==> config.mk <==
export PLATFORM = sky130hd
export DESIGN_NAME = row_scan_ctrl_flat
export DESIGN_NICKNAME = d
export VERILOG_FILES = /design/src/rtl/scan_pkg.sv /design/src/rtl/row_scan_ctrl_if.sv /design/src/rtl/scan_timer.sv /design/src/rtl/row_scan_ctrl.sv /design/src/flat_wrapper.sv
export SDC_FILE = /design/constraint.sdc
export NUM_CORES = 1
export LEC_CHECK = 0
export BUFFER_PORTS_ARGS = -buffer_cell sky130_fd_sc_hd__buf_2
export CAP_MARGIN = 20
export CORE_MARGIN = 8
export CORE_UTILIZATION = 55
export DETAILED_ROUTE_END_ITERATION = 10
export GPL_TIMING_DRIVEN = 0
export PLACE_DENSITY = 0.85
export SLEW_MARGIN = 40
export SYNTH_ARGS = -nofsm -noshare
export SYNTH_HDL_FRONTEND = slang
export SYNTH_HIERARCHICAL = 1
export SYNTH_SLANG_ARGS = --single-unit
==> constraint.sdc <==
create_clock -name clk -period 2.8 [get_ports clk]
set_input_delay 0 -clock clk [delete_from_list [all_inputs] [get_ports clk]]
set_output_delay 0 -clock clk [all_outputs]
set_load 0.05 [all_outputs]
==> src/rtl/scan_pkg.sv <==
// Shared types and sizes for the row scan controller.
package scan_pkg;

  localparam int NUM_ROWS = 16;
  localparam int ROW_W    = 4;

  typedef enum logic [1:0] {
    StIdle = 2'd0,
    StScan = 2'd1,
    StDone = 2'd2
  } scan_state_e;

endpackage

==> src/rtl/row_scan_ctrl_if.sv <==
// Command, sense and decoder-select signals of the row scan controller.
interface row_scan_ctrl_if;
  import scan_pkg::*;

  logic                start;
  logic                continuous;
  logic                abort;
  logic                sense;
  logic [ROW_W-1:0]    row_sel;
  logic                row_en;
  logic                busy;
  logic [NUM_ROWS-1:0] frame;
  logic                frame_valid;

  // Host side: issues commands and returns the sense line.
  modport master (
    output start, continuous, abort, sense,
    input  row_sel, row_en, busy, frame, frame_valid
  );

  // Controller side.
  modport slave (
    input  start, continuous, abort, sense,
    output row_sel, row_en, busy, frame, frame_valid
  );
endinterface

==> src/rtl/scan_timer.sv <==
// Dwell counter: counts 0..DWELL-1 while enabled, wrapping on terminal count.
module scan_timer #(
  parameter int DWELL  = 4,
  parameter int SETTLE = 1,
  parameter int CNT_W  = 8
) (
  input  logic clk,
  input  logic rst,
  input  logic clear,
  input  logic enable,
  output logic tc,
  output logic sample
);

  logic [CNT_W-1:0] count_q;

  assign tc     = (count_q == CNT_W'(DWELL - 1));
  assign sample = (count_q == CNT_W'(SETTLE));

  // Count register; clear has priority so each row starts at zero.
  always_ff @(posedge clk or posedge rst) begin
    if (rst) begin
      count_q <= '0;
    end else if (clear) begin
      count_q <= '0;
    end else if (enable) begin
      count_q <= tc ? '0 : count_q + 1'b1;
    end
  end

endmodule

==> src/rtl/row_scan_ctrl.sv <==
// Walks the row decoder through all rows, samples sense once per row and
// publishes the assembled frame with a one-cycle valid pulse.
module row_scan_ctrl
  import scan_pkg::*;
#(
  parameter int DWELL  = 4,
  parameter int SETTLE = 1,
  parameter int CNT_W  = 8
) (
  input logic            clk,
  input logic            rst,
  row_scan_ctrl_if.slave bus
);

  // Row 15 must be sampled before its terminal count loads the frame.
  if (DWELL < 2 || DWELL > 255 || SETTLE < 0 || SETTLE > DWELL - 2 ||
      CNT_W < 1 || CNT_W > 31 || (DWELL - 1) >= (1 << CNT_W)) begin : g_param_check
    $error("row_scan_ctrl: illegal DWELL/SETTLE/CNT_W combination");
  end

  scan_state_e         state_q;
  logic [ROW_W-1:0]    row_sel_q;
  logic                row_en_q;
  logic                busy_q;
  logic [NUM_ROWS-1:0] frame_q;
  logic                frame_valid_q;
  logic [NUM_ROWS-1:0] shadow_q;

  logic timer_clear;
  logic timer_enable;
  logic tc;
  logic sample;
  logic last_row;

  assign timer_enable = (state_q == StScan);
  // Outside SCAN the counter is held at zero so every scan begins at count 0.
  assign timer_clear  = (state_q != StScan) || bus.abort;
  assign last_row     = (row_sel_q == ROW_W'(NUM_ROWS - 1));

  scan_timer #(
    .DWELL  (DWELL),
    .SETTLE (SETTLE),
    .CNT_W  (CNT_W)
  ) u_timer (
    .clk    (clk),
    .rst    (rst),
    .clear  (timer_clear),
    .enable (timer_enable),
    .tc     (tc),
    .sample (sample)
  );

  // Scan FSM with row counter, shadow sample register and frame output.
  always_ff @(posedge clk or posedge rst) begin
    if (rst) begin
      state_q       <= StIdle;
      row_sel_q     <= '0;
      row_en_q      <= 1'b0;
      busy_q        <= 1'b0;
      frame_q       <= '0;
      frame_valid_q <= 1'b0;
      shadow_q      <= '0;
    end else begin
      frame_valid_q <= 1'b0;
      unique case (state_q)
        StIdle: begin
          if (bus.start && !bus.abort) begin
            state_q   <= StScan;
            row_sel_q <= '0;
            row_en_q  <= 1'b1;
            busy_q    <= 1'b1;
            shadow_q  <= '0;
          end
        end
        StScan: begin
          if (bus.abort) begin
            state_q   <= StIdle;
            row_sel_q <= '0;
            row_en_q  <= 1'b0;
            busy_q    <= 1'b0;
          end else begin
            if (sample) begin
              shadow_q[row_sel_q] <= bus.sense;
            end
            if (tc) begin
              if (last_row) begin
                state_q       <= StDone;
                frame_q       <= shadow_q;
                frame_valid_q <= 1'b1;
                row_en_q      <= 1'b0;
                row_sel_q     <= '0;
              end else begin
                row_sel_q <= row_sel_q + 1'b1;
              end
            end
          end
        end
        StDone: begin
          if (bus.continuous && !bus.abort) begin
            state_q   <= StScan;
            row_sel_q <= '0;
            row_en_q  <= 1'b1;
            shadow_q  <= '0;
          end else begin
            state_q <= StIdle;
            busy_q  <= 1'b0;
          end
        end
        default: begin
          state_q   <= StIdle;
          row_sel_q <= '0;
          row_en_q  <= 1'b0;
          busy_q    <= 1'b0;
        end
      endcase
    end
  end

  assign bus.row_sel     = row_sel_q;
  assign bus.row_en      = row_en_q;
  assign bus.busy        = busy_q;
  assign bus.frame       = frame_q;
  assign bus.frame_valid = frame_valid_q;

endmodule
==> src/flat_wrapper.sv <==
// flat-port wrapper written by rule: the top's interface ports become plain ports
module row_scan_ctrl_flat import scan_pkg::*;
#(
  parameter int DWELL  = 4,
  parameter int SETTLE = 1,
  parameter int CNT_W  = 8
)
  (clk, rst, bus_start, bus_continuous, bus_abort, bus_sense, bus_row_sel, bus_row_en, bus_busy, bus_frame, bus_frame_valid);
  row_scan_ctrl_if bus_i ();
  input logic clk;
  input logic rst;
  input wire logic [$bits(bus_i.start)-1:0] bus_start;
  input wire logic [$bits(bus_i.continuous)-1:0] bus_continuous;
  input wire logic [$bits(bus_i.abort)-1:0] bus_abort;
  input wire logic [$bits(bus_i.sense)-1:0] bus_sense;
  output wire logic [$bits(bus_i.row_sel)-1:0] bus_row_sel;
  output wire logic [$bits(bus_i.row_en)-1:0] bus_row_en;
  output wire logic [$bits(bus_i.busy)-1:0] bus_busy;
  output wire logic [$bits(bus_i.frame)-1:0] bus_frame;
  output wire logic [$bits(bus_i.frame_valid)-1:0] bus_frame_valid;
  assign bus_i.start = bus_start;
  assign bus_i.continuous = bus_continuous;
  assign bus_i.abort = bus_abort;
  assign bus_i.sense = bus_sense;
  assign bus_row_sel = bus_i.row_sel;
  assign bus_row_en = bus_i.row_en;
  assign bus_busy = bus_i.busy;
  assign bus_frame = bus_i.frame;
  assign bus_frame_valid = bus_i.frame_valid;
  row_scan_ctrl #(.DWELL(DWELL), .SETTLE(SETTLE), .CNT_W(CNT_W)) u_core (.clk(clk), .rst(rst), .bus(bus_i));
endmodule
Word-level counts from Yosys, hierarchy flattened
Cells that the tools add are included.
{"block": "op_classes", "add_sub_neg": 2, "multipliers": 0, "div_mod_pow": 0, "n_lt_le_gt_ge": 2, "n_eq_ne": 14, "shifts": 0, "mux": 36, "n_bitwise": 1, "n_reduce_logical": 14}
{"cell": "$mux 16", "count": 4}
{"cell": "$pmux 16 s3", "count": 1}
{"cell": "$mux 8", "count": 3}
{"cell": "$mux 4", "count": 5}
{"cell": "$bwmux 16", "count": 1}
{"cell": "$mux 1", "count": 13}
{"cell": "$pmux 4 s3", "count": 1}
{"cell": "$reduce_and 3->1", "count": 3}
{"cell": "$add 8x1->8 const B", "count": 1}
{"cell": "$eq 8x1->1 const B", "count": 1}
{"cell": "$eq 8x2->1 const B", "count": 1}
{"cell": "$mux 2", "count": 4}
{"cell": "$ne 2x2->1 const B", "count": 4}
{"cell": "$reduce_and 4->1", "count": 2}
{"cell": "$ne 2x1->1 const B", "count": 3}
{"cell": "$ne 3x3->1 const B", "count": 2}
{"cell": "$pmux 1 s3", "count": 2}
{"cell": "$pmux 2 s3", "count": 1}
{"cell": "$lt 4x5->1 const B", "count": 1}
{"cell": "$reduce_and 5->1", "count": 1}
{"cell": "$add 4x1->4 const B", "count": 1}
{"cell": "$demux 1 s4", "count": 1}
{"cell": "$eq 4x4->1 const B", "count": 1}
{"cell": "$ge 4x1->1 const B", "count": 1}
{"cell": "other kinds (9)", "count": 11}
{"block": "word_totals", "register_bits": 49, "latch_bits": 0, "mem_bits_rw": 0, "romBits": 0, "in_bits": 6, "out_inout_bits": 23, "word_cells": 77, "n_memories": 0}

Longest topological paths before layout
{"block": "logic_depth", "word_depth": 8, "depth_mapped": 9, "mapped_depth_nobuf": 7}

Hierarchy
Netlist, hierarchy kept.
{"module": "row_scan_ctrl", "n_inst": 1, "cells_each": 177, "area_per_inst_um2": 1971.9, "seq_area_each_um2": 1026.0}
{"module": "scan_timer", "n_inst": 1, "cells_each": 55, "area_per_inst_um2": 528.0, "seq_area_each_um2": 200.2}

Worst setup path after synthesis
OpenSTA, ideal clock, no wires.
{"block": "synth_path", "kind": "flip-flop to flip-flop", "from": "reg u_core.u_timer.count_q[5]", "to": "reg u_core.frame_q[0], in the netlist u_core/bus.frame[0]", "setup_ps": 125, "arrival_ps": 2163, "required_ps": 2675, "path_slack_ps": 511, "stages_incl_launch_ff": 7, "n_path_buf": 1, "synth_period_minus_slack_ps": 2289, "cell_sequence": "dfrtp_1 or4_4 nor4_4 nand4_4 nor2_8 buf_12 mux2_4"}
{"block": "synth_via", "elab_chain_cells": 2}
{"item": "start, declared", "line": "scan_timer.sv:15", "text": "logic [CNT_W-1:0] count_q;"}
{"item": "start signal, assigned", "line": "scan_timer.sv:27", "text": "count_q <= tc ? '0 : count_q + 1'b1;"}
{"item": "$eq 8x2->1", "line": "scan_timer.sv:17", "text": "assign tc = (count_q == CNT_W'(DWELL - 1));"}
{"item": "named net u_core.tc", "line": "row_scan_ctrl.sv:31", "text": "logic tc;"}
{"item": "$reduce_and 4->1 (no line)"}
{"item": "end signal, assigned", "line": "row_scan_ctrl.sv:88", "text": "frame_q <= shadow_q;"}
{"item": "end, declared", "line": "row_scan_ctrl.sv:25", "text": "logic [NUM_ROWS-1:0] frame_q;"}
The timed path passes the listed nets, and every way through them passes these cells.
A chain may end at the register's enable or synchronous reset.

Final worst setup path
{"block": "layout_path", "from": "reg u_core.u_timer.count_q[5]", "to": "reg u_core.shadow_q[6]"}
{"block": "layout_via", "elab_chain_cells": 3}
{"item": "$eq 8x1->1", "line": "scan_timer.sv:18", "text": "assign sample = (count_q == CNT_W'(SETTLE));"}
{"item": "named net u_core.sample", "line": "row_scan_ctrl.sv:32", "text": "logic sample;"}
{"item": "$ne 2x2->1 (no line)"}
{"item": "$reduce_and 5->1 (no line)"}
{"item": "end signal, assigned by index", "line": "row_scan_ctrl.sv:83", "text": "shadow_q[row_sel_q] <= bus.sense;"}
{"item": "end, declared", "line": "row_scan_ctrl.sv:27", "text": "logic [NUM_ROWS-1:0] shadow_q;"}
The timed path passes the listed nets, and every way through them passes these cells.

==> run_summary.xml <==
<?xml version="1.0" encoding="UTF-8"?>
<metrics>
  <group name="die">
    <metric name="design.portCount" unit="">29</metric>
    <metric name="die-height" unit="um">83.4</metric>
    <metric name="core_area" unit="sq um">4350</metric>
    <metric name="starting_density" unit="">0.574</metric>
    <metric name="die_w" unit="um">83.4</metric>
    <metric name="dieArea" unit="sq um">6960</metric>
    <metric name="num_rows" unit="">24</metric>
  </group>
  <group name="timing">
    <metric name="drv_slew" unit="">0</metric>
    <metric name="number_of_setup_violations_in_the_final_report" unit="">0</metric>
    <metric name="max-slew-margin-rel" unit="">0.579</metric>
    <metric name="final_hold_viol_count" unit="">0</metric>
    <metric name="clock-skew-final" unit="ps">6.55</metric>
    <metric name="min_period_over_period" unit="">0.922</metric>
    <metric name="sum_neg_setup_slack" unit="ps">0</metric>
    <metric name="hold_ws" unit="ps">79.8</metric>
    <metric name="worst_slew_pin_slew" unit="ps">627</metric>
    <metric name="max_freq" unit="MHz">387</metric>
    <metric name="final_period_minus_worst_setup_slack" unit="ps">2580</metric>
    <metric name="rsz_0062_raised_after_global_routing" unit="">no</metric>
  </group>
  <group name="global_routing">
    <metric name="grt_pass1_vias" unit="">1795</metric>
    <metric name="grt_antenna_before_repair" unit="">0</metric>
    <metric name="grt_start_max_net_pins" unit="">42</metric>
    <metric name="gr-total-overflow" unit="">0</metric>
    <metric name="wire_length_of_the_first_global_routing_pass" unit="um">8360</metric>
    <metric name="total_global_routing_track_utilization" unit="">0.141</metric>
  </group>
  <group name="critical_path">
    <metric name="worst_ep_arrival_time" unit="ps">2750</metric>
    <metric name="crit_type" unit="">flip-flop to flip-flop</metric>
    <metric name="required" unit="ps">2970</metric>
    <metric name="worst_path_most_repeated_cell" unit="">sky130_fd_sc_hd__o21ai_0</metric>
    <metric name="critPathLaunchType" unit="">flip-flop</metric>
    <metric name="crit_path_max_delay_cell_type" unit="">sky130_fd_sc_hd__or4_4</metric>
    <metric name="worstPathMaxFanout" unit="">10</metric>
    <metric name="max_stage_delay" unit="ps">590</metric>
    <metric name="endpoint_kind" unit="">flip-flop</metric>
    <metric name="crit_path_cell_trace" unit="">or4_4 -&gt; nor3_1 -&gt; and2_1 -&gt; nor4bb_1 -&gt; a21oi_2 -&gt; buf_4 -&gt; o21ai_0 -&gt; o21ai_0</metric>
  </group>
  <group name="synthesis">
    <metric name="synth_area" unit="sq um">2500</metric>
    <metric name="synth.ff_latch_count" unit="">49</metric>
    <metric name="synth.net_count" unit="">244</metric>
    <metric name="synth-seq-area-share" unit="">0.490</metric>
    <metric name="postSynthAreaPerCell" unit="sq um">10.8</metric>
    <metric name="ys_warn_count" unit="">6</metric>
    <metric name="number_of_cells_produced_by_synthesis" unit="">232</metric>
    <metric name="yosys_most_used_dff" unit="">sky130_fd_sc_hd__dfrtp_1</metric>
    <metric name="synth.lib_cells_used.distinct" unit="">51</metric>
    <metric name="ys_async_sr_fraction" unit="">1.00</metric>
    <metric name="count_of_flip_flops_with_a_built_in_enable_after_synthesis" unit="">0</metric>
  </group>
  <group name="clock_network">
    <metric name="cts.path.max_buffers" unit="">2</metric>
    <metric name="cts_resized" unit="">0</metric>
    <metric name="cts_setup_buffers" unit="">0</metric>
    <metric name="insertion_delay" unit="ps">300</metric>
    <metric name="tritoncts" unit="">built</metric>
    <metric name="cts.sinks" unit="">49</metric>
    <metric name="cts_buf_count" unit="">5</metric>
    <metric name="cts.htree.levels" unit="">2</metric>
    <metric name="cts.reportedPaths.clkPinSlew" unit="ps">80</metric>
    <metric name="cts_root_buffer" unit="">sky130_fd_sc_hd__clkbuf_8</metric>
  </group>
  <group name="route">
    <metric name="route.antenna.remaining_nets" unit="">0</metric>
    <metric name="initialDrtViolationCount" unit="">106</metric>
    <metric name="routedWlPerCell" unit="um">15.2</metric>
    <metric name="drc_viols" unit="">0</metric>
    <metric name="drt_wl_total" unit="um">4850</metric>
    <metric name="drt-vias-per-instance" unit="">5.77</metric>
    <metric name="dr.pass1.iters" unit="">4</metric>
    <metric name="dr_total_vias" unit="">1841</metric>
  </group>
  <group name="finish">
    <metric name="area_growth_syn_to_layout" unit="%">12.7</metric>
    <metric name="drive_above_1_share" unit="">0.266</metric>
    <metric name="share_of_the_core_filled_with_cells_in_the_final_layout" unit="">0.647</metric>
    <metric name="insertedDiodeCount" unit="">0</metric>
    <metric name="num-fill-cells" unit="">349</metric>
    <metric name="finalNetCount" unit="">279</metric>
  </group>
  <group name="min_path">
    <metric name="hold_removal_path_class" unit="">primary input to flip-flop</metric>
  </group>
  <group name="placed_design">
    <metric name="count_of_buffers_from_port_buffering" unit="">27</metric>
    <metric name="gp_congestion" unit="">0.868</metric>
    <metric name="detailed_place_hpwl" unit="um">3520</metric>
  </group>
  <group name="pwr">
    <metric name="power_density" unit="nW/um^2">472</metric>
    <metric name="p_sw_frac" unit="">0.234</metric>
    <metric name="clockPowerShare" unit="">0.357</metric>
    <metric name="seqPwrFrac" unit="">0.543</metric>
    <metric name="share_comb_of_total_power" unit="">0.100</metric>
    <metric name="power.static_leakage" unit="nW">1.36</metric>
    <metric name="total_switching_power" unit="W">0.000312</metric>
    <metric name="worst_ir_drop_vdd" unit="mV">0.404</metric>
    <metric name="intPower" unit="W">0.00102</metric>
  </group>
  <group name="flow_run">
    <metric name="cap_violations" unit="">0</metric>
  </group>
  <group name="run_status">
    <metric name="outcome" unit="">completed</metric>
  </group>
</metrics>
-- power groups by stage --
stage | clock, W | sequential [W] | combinational [W]
after floorplan | 0 | 0.000754 | 0.0000844
after global placement | 0 | 0.000736 | 0.000128
after detailed placement | 0 | 0.000736 | 0.000132
after CTS | 0.000488 | 0.000722 | 0.000134
after global routing | 0.000514 | 0.000723 | 0.000149
final | 0.000475 | 0.000722 | 0.000133
-- area by class of cell --
| class | count | area [sq um] | share of cell area |
|---|---|---|---|
| well taps | 52 | 65.1 | 0.0231 |
| inverters | 12 | 50.0 | 0.0178 |
| clock inverters | 2 | 35.0 | 0.0124 |
| flip-flops and latches | 49 | 1230 | 0.435 |
| multi-input cells | 157 | 1130 | 0.402 |
| repair buffers | 28 | 145 | 0.0515 |
| clock buffers | 5 | 68.8 | 0.0244 |
| plain buffers | 14 | 95.1 | 0.0338 |
-- layer usage --
metal  global-route usage  vias up  share of wire  wire, um
li1                     -      894              -         -
met1                0.166      886           0.43      2110
met2                0.240       56           0.49      2390
met3               0.0469        5          0.064       309
met4               0.0377        0         0.0089        43
met5                    0        -              0         0
-- path summary, 6_finish.rpt --
check / from / to / slack (ps) / depth (start not counted)
max: u_core/u_timer/count_q[5] / u_core/shadow_q[6] / 220 / 8
min: bus_abort / u_core/bus.busy / 80 / 4
max reg2reg: u_core/u_timer/count_q[5] / u_core/shadow_q[6] / 220 / 8
min reg2reg: u_core/bus.frame[4] / u_core/bus.frame[4] / 510 / 1
max in group asynchronous: rst / u_core/bus.frame[8] / 2160 / 3
min in group asynchronous: rst / u_core/u_timer/count_q[7] / 220 / 3
-- synth_stat cells, types with 2 or more instances --
| master | number | area share |
|---|---|---|
| sky130_fd_sc_hd__a32o_1 | 2 | 0.0080 |
| sky130_fd_sc_hd__a22o_1 | 2 | 0.0070 |
| sky130_fd_sc_hd__nand2_1 | 14 | 0.021 |
| sky130_fd_sc_hd__mux2_2 | 8 | 0.036 |
| sky130_fd_sc_hd__nand3_1 | 3 | 0.0060 |
| sky130_fd_sc_hd__mux2_4 | 9 | 0.054 |
| sky130_fd_sc_hd__o21ai_0 | 34 | 0.068 |
| sky130_fd_sc_hd__ha_1 | 6 | 0.030 |
| sky130_fd_sc_hd__nand2b_1 | 2 | 0.0050 |
| sky130_fd_sc_hd__or3_1 | 2 | 0.0050 |
| sky130_fd_sc_hd__a31oi_1 | 3 | 0.0075 |
| sky130_fd_sc_hd__buf_4 | 2 | 0.0060 |
| sky130_fd_sc_hd__nor2_1 | 15 | 0.023 |
| sky130_fd_sc_hd__a21oi_1 | 21 | 0.042 |
| sky130_fd_sc_hd__inv_1 | 11 | 0.017 |
| sky130_fd_sc_hd__nor2b_1 | 3 | 0.0075 |
| sky130_fd_sc_hd__buf_2 | 3 | 0.0060 |
| sky130_fd_sc_hd__o21ai_1 | 5 | 0.010 |
| sky130_fd_sc_hd__dfrtp_1 | 49 | 0.49 |
| sky130_fd_sc_hd__clkbuf_1 | 6 | 0.0090 |
| sky130_fd_sc_hd__buf_6 | 2 | 0.0090 |
-- sequential cells by signal, summed over array words and instances (netlist names) --
register,flops
u_core/bus.frame,16
u_core/shadow_q,16
u_core/u_timer/count_q,8
u_core/bus.row_sel,4
u_core/state_q,2
u_core/bus.busy,1
u_core/bus.frame_valid,1
u_core/bus.row_en,1
-- cells in the final DEF, fill, tap and decap left out, types with 2 or more instances in the layout --
| cell | Yosys | routed |
|---|---|---|
| sky130_fd_sc_hd__inv_1 | 11 | 10 |
| sky130_fd_sc_hd__a22o_1 | 2 | 2 |
| sky130_fd_sc_hd__a31oi_1 | 3 | 3 |
| sky130_fd_sc_hd__o21ai_1 | 5 | 5 |
| sky130_fd_sc_hd__nand2_1 | 14 | 14 |
| sky130_fd_sc_hd__or3_1 | 2 | 2 |
| sky130_fd_sc_hd__clkbuf_1 | 6 | 6 |
| sky130_fd_sc_hd__mux2_4 | 9 | 9 |
| sky130_fd_sc_hd__a32o_1 | 2 | 2 |
| sky130_fd_sc_hd__mux2_2 | 8 | 8 |
| sky130_fd_sc_hd__nand3_1 | 3 | 3 |
| sky130_fd_sc_hd__o21ai_0 | 34 | 34 |
| sky130_fd_sc_hd__buf_4 | 2 | 2 |
| sky130_fd_sc_hd__buf_2 | 3 | 30 |
| sky130_fd_sc_hd__buf_6 | 2 | 2 |
| sky130_fd_sc_hd__dfrtp_1 | 49 | 49 |
| sky130_fd_sc_hd__ha_1 | 6 | 6 |
| sky130_fd_sc_hd__clkbuf_8 | 0 | 5 |
| sky130_fd_sc_hd__inv_4 | 1 | 2 |
| sky130_fd_sc_hd__a21oi_1 | 21 | 21 |
| sky130_fd_sc_hd__nor2_1 | 15 | 15 |
| sky130_fd_sc_hd__nor2b_1 | 3 | 3 |
| sky130_fd_sc_hd__nand2b_1 | 2 | 2 |
-- critical path, delay by kind of cell (launching register included) --
family | cells | cell delay (ps)
buf+inv | 1 | 190
simple gates | 4 | 1370
flops | 1 | 430
compound gates | 3 | 460
-- timing repair --
| item | 4_1_cts | 5_1_grt |
|---|---|---|
| hold buffers | 1 | 0 |
| endpoints found under the hold margin | 49 | 0 |
| setup endpoints to repair | 0 | 0 |
-- stage by stage --
step                area [sq um]  instances  worst slack (ps)  total power [W]
finish                      2820        319               219          0.00133
global route                2820        319              32.9          0.00139
floorplan                   2500        232               511         0.000838
CTS                         2820        319               213          0.00134
detailed placement          2700        311               247         0.000868
global placement            2700        311               279         0.000864
-- kinds of logic (layout without fill, tap and decap cells) --
| family | Yosys count | in the layout | share of synthesized area |
|---|---|---|---|
| AO/OA/AOI/OAI | 78 | 78 | 0.191 |
| XOR/XNOR | 2 | 2 | 0.00701 |
| adder cells (fa/ha/maj) | 6 | 6 | 0.0300 |
| buffers and inverters | 26 | 61 | 0.0571 |
| flip-flops | 49 | 49 | 0.490 |
| multiplexers | 18 | 18 | 0.0946 |
| AND/OR/NAND/NOR | 53 | 53 | 0.130 |
Note: power is estimated with default switching activity, not from simulation.
